## config.mk

```make
export PLATFORM = sky130hd
export DESIGN_NAME = control_unit_flat
export DESIGN_NICKNAME = d
export VERILOG_FILES = /design/src/rtl/cpu_pkg.sv /design/src/rtl/control_unit_if.sv /design/src/rtl/control_unit_alu.sv /design/src/rtl/control_unit.sv /design/src/flat_wrapper.sv
export SDC_FILE = /design/constraint.sdc
export NUM_CORES = 1
export LEC_CHECK = 0
export ABC_CLOCK_PERIOD_IN_PS = 6300
export CAP_MARGIN = 5
export CORE_MARGIN = 8
export CORE_UTILIZATION = 45
export CTS_BUF_LIST = sky130_fd_sc_hd__clkbuf_8
export DETAILED_ROUTE_END_ITERATION = 10
export PLACE_DENSITY = 0.72
export SLEW_MARGIN = 40
export SYNTH_ARGS = -nofsm -noshare
export SYNTH_HDL_FRONTEND = slang
export SYNTH_HIERARCHICAL = 1
export SYNTH_SLANG_ARGS = --single-unit
```

## constraint.sdc

```tcl
create_clock -name clk -period 6.3 [get_ports clk]
set_input_delay 0.63 -clock clk [delete_from_list [all_inputs] [get_ports clk]]
set_output_delay 0.63 -clock clk [all_outputs]
set_load 0.02 [all_outputs]
```

## src/rtl/cpu_pkg.sv

```systemverilog
// Shared definitions for the 8-bit RISC-like CPU: opcodes, sequencer states,
// instruction field positions and small decode helpers.
package cpu_pkg;

    localparam logic [3:0] OP_NOP = 4'h0;
    localparam logic [3:0] OP_ADD = 4'h1;
    localparam logic [3:0] OP_SUB = 4'h2;
    localparam logic [3:0] OP_AND = 4'h3;
    localparam logic [3:0] OP_OR  = 4'h4;
    localparam logic [3:0] OP_XOR = 4'h5;
    localparam logic [3:0] OP_SHL = 4'h6;
    localparam logic [3:0] OP_SHR = 4'h7;
    localparam logic [3:0] OP_LDI = 4'h8;
    localparam logic [3:0] OP_MOV = 4'h9;
    localparam logic [3:0] OP_JMP = 4'hA;
    localparam logic [3:0] OP_JZ  = 4'hB;
    localparam logic [3:0] OP_HLT = 4'hF;

    localparam logic [2:0] ST_FETCH  = 3'd0;
    localparam logic [2:0] ST_DECODE = 3'd1;
    localparam logic [2:0] ST_EXEC   = 3'd2;
    localparam logic [2:0] ST_WB     = 3'd3;
    localparam logic [2:0] ST_HALT   = 3'd4;

    localparam int OP_MSB  = 15;
    localparam int OP_LSB  = 12;
    localparam int RD_MSB  = 11;
    localparam int RD_LSB  = 8;
    localparam int RS0_MSB = 7;
    localparam int RS0_LSB = 4;
    localparam int RS1_MSB = 3;
    localparam int RS1_LSB = 0;
    localparam int IMM_MSB = 7;
    localparam int IMM_LSB = 0;

    // Ops 1..9 produce a register result and update the zero flag.
    function automatic logic op_writes(input logic [3:0] op);
        return (op >= OP_ADD) && (op <= OP_MOV);
    endfunction

endpackage

```

## src/rtl/control_unit_if.sv

```systemverilog
// Instruction-memory and register-file bus between the sequencer (master)
// and the memory/register-file side (slave).
interface control_unit_if #(
    parameter int PC_W = 8
);
    logic [PC_W-1:0] imem_addr;
    logic [15:0]     imem_data;
    logic            rf_we;
    logic [3:0]      rf_src0;
    logic [3:0]      rf_src1;
    logic [3:0]      rf_dst;
    logic [7:0]      rf_wdata;
    logic [7:0]      rf_data0;
    logic [7:0]      rf_data1;

    modport master (
        output imem_addr, rf_we, rf_src0, rf_src1, rf_dst, rf_wdata,
        input  imem_data, rf_data0, rf_data1
    );

    modport slave (
        input  imem_addr, rf_we, rf_src0, rf_src1, rf_dst, rf_wdata,
        output imem_data, rf_data0, rf_data1
    );
endinterface

```

## src/rtl/control_unit_alu.sv

```systemverilog
// Combinational 8-bit ALU; LDI is not handled here because it needs the
// immediate, which the sequencer selects itself.
module alu
    import cpu_pkg::*;
(
    input  logic [7:0] a,
    input  logic [7:0] b,
    input  logic [3:0] op,
    output logic [7:0] y
);

    // Result selection; every non-ALU opcode yields zero.
    always_comb begin
        y = 8'h00;
        case (op)
            OP_ADD:  y = a + b;
            OP_SUB:  y = a - b;
            OP_AND:  y = a & b;
            OP_OR:   y = a | b;
            OP_XOR:  y = a ^ b;
            OP_SHL:  y = {a[6:0], 1'b0};
            OP_SHR:  y = {1'b0, a[7:1]};
            OP_MOV:  y = a;
            default: y = 8'h00;
        endcase
    end

endmodule

```

## src/rtl/control_unit.sv

```systemverilog
// Four-cycle fetch/decode/execute/writeback sequencer with program counter,
// zero flag, branch and halt control for the 8-bit CPU.
module control_unit
    import cpu_pkg::*;
#(
    parameter int PC_W = 8
) (
    input  logic            clk,
    input  logic            rst_n,
    control_unit_if.master  bus,
    output logic [PC_W-1:0] pc,
    output logic            zero,
    output logic            halted
);

    logic [2:0]      state_r;
    logic [2:0]      state_next_s;
    logic [15:0]     ir_r;
    logic [PC_W-1:0] pc_r;
    logic [7:0]      result_r;
    logic            zero_r;
    logic            taken_r;
    logic            rf_we_r;
    logic            halted_r;

    logic [3:0]      op_s;
    logic [3:0]      rd_s;
    logic [3:0]      rs0_s;
    logic [3:0]      rs1_s;
    logic [7:0]      imm_s;
    logic [7:0]      alu_y_s;
    logic [7:0]      result_next_s;
    logic            taken_next_s;

    assign op_s  = ir_r[OP_MSB:OP_LSB];
    assign rd_s  = ir_r[RD_MSB:RD_LSB];
    assign rs0_s = ir_r[RS0_MSB:RS0_LSB];
    assign rs1_s = ir_r[RS1_MSB:RS1_LSB];
    assign imm_s = ir_r[IMM_MSB:IMM_LSB];

    alu u_alu (
        .a  (bus.rf_data0),
        .b  (bus.rf_data1),
        .op (op_s),
        .y  (alu_y_s)
    );

    // JZ tests reg[rd], so read port 0 is steered to rd for that opcode.
    always_comb begin
        if (op_s == OP_JZ) begin
            bus.rf_src0 = rd_s;
        end else begin
            bus.rf_src0 = rs0_s;
        end
    end

    assign bus.rf_src1   = rs1_s;
    assign bus.rf_dst    = rd_s;
    assign bus.rf_wdata  = result_r;
    assign bus.rf_we     = rf_we_r;
    assign bus.imem_addr = pc_r;
    assign pc            = pc_r;
    assign zero          = zero_r;
    assign halted        = halted_r;

    // Execute-stage result and branch decision.
    always_comb begin
        if (op_s == OP_LDI) begin
            result_next_s = imm_s;
        end else begin
            result_next_s = alu_y_s;
        end
        case (op_s)
            OP_JMP:  taken_next_s = 1'b1;
            OP_JZ:   taken_next_s = (bus.rf_data0 == 8'h00);
            default: taken_next_s = 1'b0;
        endcase
    end

    // Sequencer next state; HALT is left only through reset.
    always_comb begin
        state_next_s = ST_FETCH;
        case (state_r)
            ST_FETCH:  state_next_s = ST_DECODE;
            ST_DECODE: state_next_s = ST_EXEC;
            ST_EXEC:   state_next_s = ST_WB;
            ST_WB: begin
                if (op_s == OP_HLT) begin
                    state_next_s = ST_HALT;
                end else begin
                    state_next_s = ST_FETCH;
                end
            end
            ST_HALT:   state_next_s = ST_HALT;
            default:   state_next_s = ST_FETCH;
        endcase
    end

    // Architectural state; rf_we/halted are registered from the next-state decode.
    always_ff @(posedge clk) begin
        if (!rst_n) begin
            state_r  <= ST_FETCH;
            ir_r     <= 16'h0000;
            pc_r     <= {PC_W{1'b0}};
            result_r <= 8'h00;
            zero_r   <= 1'b0;
            taken_r  <= 1'b0;
            rf_we_r  <= 1'b0;
            halted_r <= 1'b0;
        end else begin
            state_r  <= state_next_s;
            rf_we_r  <= (state_next_s == ST_WB) && op_writes(op_s);
            halted_r <= (state_next_s == ST_HALT);
            case (state_r)
                ST_FETCH: ir_r <= bus.imem_data;
                ST_EXEC: begin
                    result_r <= result_next_s;
                    taken_r  <= taken_next_s;
                    if (op_writes(op_s)) begin
                        zero_r <= (result_next_s == 8'h00);
                    end
                end
                ST_WB: begin
                    if (op_s != OP_HLT) begin
                        if (taken_r) begin
                            pc_r <= PC_W'(imm_s);
                        end else begin
                            pc_r <= pc_r + {{(PC_W-1){1'b0}}, 1'b1};
                        end
                    end
                end
                default: ;
            endcase
        end
    end

endmodule

```

## src/flat_wrapper.sv

```systemverilog
// flat-port wrapper written by rule: the top's interface ports become plain ports
module control_unit_flat import cpu_pkg::*;
#(
    parameter int PC_W = 8
)
  (clk, rst_n, pc, zero, halted, bus_imem_addr, bus_rf_we, bus_rf_src0, bus_rf_src1, bus_rf_dst, bus_rf_wdata, bus_imem_data, bus_rf_data0, bus_rf_data1);
  control_unit_if #(.PC_W(PC_W)) bus_i ();
  input  logic clk;
  input  logic rst_n;
  output logic [PC_W-1:0] pc;
  output logic zero;
  output logic halted;
  output wire logic [$bits(bus_i.imem_addr)-1:0] bus_imem_addr;
  output wire logic [$bits(bus_i.rf_we)-1:0] bus_rf_we;
  output wire logic [$bits(bus_i.rf_src0)-1:0] bus_rf_src0;
  output wire logic [$bits(bus_i.rf_src1)-1:0] bus_rf_src1;
  output wire logic [$bits(bus_i.rf_dst)-1:0] bus_rf_dst;
  output wire logic [$bits(bus_i.rf_wdata)-1:0] bus_rf_wdata;
  input wire logic [$bits(bus_i.imem_data)-1:0] bus_imem_data;
  input wire logic [$bits(bus_i.rf_data0)-1:0] bus_rf_data0;
  input wire logic [$bits(bus_i.rf_data1)-1:0] bus_rf_data1;
  assign bus_imem_addr = bus_i.imem_addr;
  assign bus_rf_we = bus_i.rf_we;
  assign bus_rf_src0 = bus_i.rf_src0;
  assign bus_rf_src1 = bus_i.rf_src1;
  assign bus_rf_dst = bus_i.rf_dst;
  assign bus_rf_wdata = bus_i.rf_wdata;
  assign bus_i.imem_data = bus_imem_data;
  assign bus_i.rf_data0 = bus_rf_data0;
  assign bus_i.rf_data1 = bus_rf_data1;
  control_unit #(.PC_W(PC_W)) u_core (.clk(clk), .rst_n(rst_n), .bus(bus_i), .pc(pc), .zero(zero), .halted(halted));
endmodule
```

Word-level counts from Yosys, hierarchy flattened. Index checks and enable logic that the tools add are counted.

Flip-flop bits (word level): 39. Output and inout port bits: 39.

Add/subtract/negate cells: 3. $lt $le $gt $ge: 2. Equality and inequality tests: 19. Mux-type cells: 7. Bitwise gates (word level): 3. Reduce and logical (&&, ||, !) cells: 7.

Operator list (number): $pmux W8 S8 (1); $eq A4 B4 Y1 const B (5); $eq A4 B3 Y1 const B (4); $logic_not A8 Y1 (2); $mux W8 (2); $pmux W3 S5 (1); $eq A3 B2 Y1 const B (3); $add A8 B1 Y8 const B (1); $add A8 B8 Y8 (1); $and A8 B8 Y8 (1); $eq A4 B2 Y1 const B (2); $or A8 B8 Y8 (1); $sub A8 B8 Y8 (1); $xor A8 B8 Y8 (1); $eq A3 B3 Y1 const B (2); $eq A4 B1 Y1 const B (1); $ge A4 B1 Y1 const B (1); $le A4 B4 Y1 const B (1); $mux W4 (1); $ne A4 B4 Y1 const B (1); $reduce_and A2 Y1 (2); $eq A3 B1 Y1 const B (1); $logic_not A3 Y1 (1); $mux W3 (1); other kinds (2) (3).

Depth between registers and ports, before layout.
Word-level depth: 5. Gate-level depth with buffers: 13. Gate-level depth less buffers: 13.

Hierarchy. Netlist, hierarchy kept.

Modules (own cells, without submodules): control_unit (times used 1, cells an instance 238, area an instance 1985.7 um^2, seq. area each 780.7 um^2); alu (times used 1, cells an instance 157, area an instance 1189.9 um^2, seq. area each 0.0 um^2).

Least setup slack after synthesis. OpenSTA, ideal clock, no wires.

Kind: reg2reg. Start: register u_core.ir_r[14]. End: register u_core.zero_r (netlist: u_core/zero). Arrival time: 2.754 ns. Data required time: 6.226 ns. Setup slack: 3.471 ns. Stages on the path, launching flop included: 13. Path buffers: 1. Clock period less this slack: 2.829 ns. Path through: dfxtp_1 buf_6 nor4b_4 mux2i_1 fa_1 a211oi_1 o21bai_1 a21oi_1 xor2_1 o21ai_0 nor4_1 nand3b_1 a31oi_1.

Cells in the longest elaborated chain, start to end: 4. Elaborated cells on any way between the ends: 16.

Ends and longest elaborated chain: from (decl) (RTL line control_unit.sv:18) `logic [15:0] ir_r;`; from (signal assigned) (RTL line control_unit.sv:115) `ST_FETCH: ir_r <= bus.imem_data;`; $eq A4 B4 Y1, or another cell as far along (RTL line control_unit_alu.sv:15) `case (op)`; $pmux W8 S8 (*) (RTL line control_unit_alu.sv:15); via u_core.alu_y_s[6] (RTL line control_unit.sv:31) `logic [7:0] alu_y_s;`; $mux W8 (*) (RTL line control_unit.sv:68) `if (op_s == OP_LDI) begin`; $logic_not A8 Y1 (*) (RTL line control_unit.sv:120) `zero_r <= (result_next_s == 8'h00);`; to (signal assigned) (RTL line control_unit.sv:120); to (decl) (RTL line control_unit.sv:21) `logic zero_r;`.

The timed path passes the listed nets; every way through them passes the cells marked *. A chain may end at the register's enable or synchronous reset.

Final worst setup path.
Start: register u_core.ir_r[12]. End: register u_core.zero_r (netlist: u_core/zero).

The elaborated chain is that of the path after synthesis.

==> impl_metrics.json <==
{
  "setup_viol": 0,
  "start_util": 0.465,
  "route.antenna.remaining_nets": 0,
  "yosysTopAreaCell": "dfxtp_1",
  "num_antenna_cells": 0,
  "grt_pass1_vias": 2891,
  "yosys_register_bits": 39,
  "timing.fmax_ghz": 0.290,
  "cts_buffers": 5,
  "start_kind": "register",
  "core_area_sq_um": 6830,
  "layout-drive-gt1-share": 0.0636,
  "placed_area_sq_um": 3800,
  "crit_required_ns": 6.52,
  "syn-num-nets": 455,
  "post-route-min-period_ns": 3.45,
  "final_nets": 499,
  "post-cts-setup-buffer-count": 0,
  "min_path_type": "register to register",
  "post_cts_resized": 0,
  "outcome": "finished, final reports clean",
  "synth_cells": 395,
  "end_kind": "register",
  "synth.top_cell.area_share": 0.246,
  "path_clk_slew_ns": 0.08,
  "numPlacedInstances": 528,
  "grt_max_degree": 41,
  "drt_first_pass_iters": 4,
  "final_area_sq_um": 3890,
  "ys.warnings.count": 6,
  "drtIter0Drc": 237,
  "hold_violations": 0,
  "fin_crit_sh": 0.547,
  "ir_drop_mv": 0.0821,
  "drc": 0,
  "top_level_ports": 73,
  "antenna_found_initial": 0,
  "report.final.slew_viol_count": 0,
  "hold_buffers": 0,
  "crit_type": "register to register",
  "fin_setup_tns_ns": 0,
  "grt_pass1_wl_microns": 14300,
  "cp_max_fo": 18,
  "io_buffers": 72,
  "slew_headroom": 0.502,
  "critPathArrivalTime_ns": 3.67,
  "power_frac_comb": 0.373,
  "cts-root-buf": "clkbuf_8",
  "worstMarginPinSlew_ns": 0.744,
  "seqPwrFrac": 0.401,
  "dr_total_vias": 2994,
  "clock_latency_ns": 0.29,
  "rows": 30,
  "p_clk_frac": 0.226,
  "cap_violations": 0,
  "p_leak_uw": 0.00149,
  "area_growth_pct": 22.5,
  "die_h_microns": 100,
  "async_flop_share": 0,
  "power.density_nw_per_um2": 184,
  "die_w_microns": 100,
  "cts.path.max_buffers": 2,
  "post-dp-hpwl_microns": 6580,
  "gr-total-overflow": 0,
  "final_cells": 536,
  "dpl_worst_slack_ns": 2.63,
  "dieArea_sq_um": 10000,
  "holdWs_ns": 0.483,
  "swShare": 0.351,
  "gp_congestion": 0.871,
  "synth_area_leaders": "dfxtp_1 (25%), ha_1 (9.9%), nand2_1 (6.5%), buf_4 (4.7%), o21ai_0 (4.4%)",
  "avgSynthCellArea_sq_um": 8.04,
  "switching_power_uw": 252,
  "internal-power_uw": 465,
  "wl_microns": 8620,
  "rsz0062_at_grt": "false",
  "finalClockSkew_ns": 0.0108,
  "setup_slack_ns": 2.85,
  "synth_ff_type": "dfxtp_1",
  "post_drt_wl_per_cell_microns": 16.1,
  "yosysSeqAreaShare": 0.246,
  "avgViaCountPerCell": 5.59,
  "track_usage": 0.172,
  "cts_sinks": 39,
  "synth_edf_count": 0,
  "cts_tree": "yes",
  "ys_types": 60,
  "netlist_area_sq_um": 3180,
  "htree_levels": 2
}
[through the flow]
stage                     utilization  total power, uW
after floorplan                     -              470
after CTS                       0.569              722
after detailed placement        0.557              559
final                           0.569              716
after global routing            0.569              762
after global placement          0.556              555
[registers in the layout, indices dropped and copies added, names as in the netlist]
signal / count
u_core/ir_r: 16
u_core/bus.imem_addr: 8
u_core/bus.rf_wdata: 8
u_core/state_r: 3
u_core/bus.rf_we: 1
u_core/halted: 1
u_core/taken_r: 1
u_core/zero: 1
[layer usage]
layer  track usage  wire length, microns  part of all wire  up-vias
met4        0.0570                   123             0.014        0
li1              -                     -                 -     1475
met2         0.300                  4220              0.49      109
met3        0.0325                   552             0.064       10
met5             0                     0                 0        -
met1         0.206                  3720              0.43     1400
[cell type report]
cell class / instances / area (sq um)
well taps: 96 / 120
clock buffers: 5 / 68.8
inverters: 22 / 82.6
flip-flops and latches: 39 / 781
repair buffers: 74 / 731
clock inverters: 3 / 16.3
multi-input cells: 297 / 2090
fillers: 650 / 2940
[worst max-delay path, stage by stage (launching register included)]
cell,delay (ns)
dfxtp_1,0.54
nor4b_4,0.64
mux2i_1,0.21
fa_1,0.48
a211oi_1,0.29
o21bai_1,0.13
a21oi_1,0.20
xor2_1,0.16
o21ai_0,0.14
nor4_1,0.30
nand3b_1,0.11
a31oi_1,0.18
[cells by family after synthesis]
family,synth area share
buffers and inverters,0.0985
xor gates and xnor gates,0.0410
muxes,0.0603
adders and majority gates,0.105
and+or+nand+nor,0.221
DFF,0.246
AOI/OAI and AO/OA,0.229
[placed cells by master (no fill, tap or decap), drive strengths merged, types with 2 or more instances in the layout]
cell type      netlist  final
and3                 4      4
nand2               55     55
nand3                5      5
o211a                2      2
or4                  3      3
o21ai               30     30
a32oi                3      3
nor3b                2      2
o221a                2      2
ha                  25     25
a21o                 2      2
nor2                17     17
nand4                3      3
mux2i                9      9
a22o                 4      4
inv                 22     23
xor2                 3      3
o32ai                2      2
dfxtp               39     39
a21boi              20     20
nor4b                3      3
a22oi                6      6
buf                 29      3
nor3                 5      5
mux2                 9      9
xnor2               11     11
clkdlybuf4s50        0     71
a31oi                8      8
nor2b               10     10
nor4                 4      4
o311ai               2      2
a221o                2      2
a211oi               2      2
nand3b               7      7
clkbuf               8      5
or3                  2      2
a21oi               16     16
nand2b               9      9
[final timing paths]
check | from | end | slack [ns] | depth (start not counted)
min reg2reg | u_core/ir_r[11] | u_core/ir_r[11] | 0.48 | 2
max reg2reg | u_core/ir_r[12] | u_core/zero | 2.85 | 11
min | u_core/ir_r[11] | u_core/ir_r[11] | 0.48 | 2
max | u_core/ir_r[12] | u_core/zero | 2.85 | 11
[power by group through the flow]
stage	sequential, uW	clock (uW)	combinational (uW)
4_1_cts	287	168	267
5_1_grt	290	178	294
3_5_place_dp	293	0	266
6_report	287	162	267
3_3_place_gp	292	0	263
2_1_floorplan	293	0	178
[synthesized netlist by cell type (3+ instances only)]
master,n
ha_1,25
nand2b_1,9
nor3_1,4
dfxtp_1,39
or4_1,3
xor2_1,3
nor2b_1,10
a21boi_0,17
xnor2_1,10
a32oi_1,3
a21boi_1,3
buf_4,20
a22oi_1,6
nand2_1,55
nor2_1,17
inv_1,22
buf_2,6
nand4_1,3
clkbuf_1,7
nand3_1,5
and3_1,4
a31oi_1,7
nand3b_1,7
a21oi_1,16
mux2_2,9
o21ai_0,28
a22o_1,4
mux2i_1,9
nor4_1,4
Power figures use the tool's default switching activity.
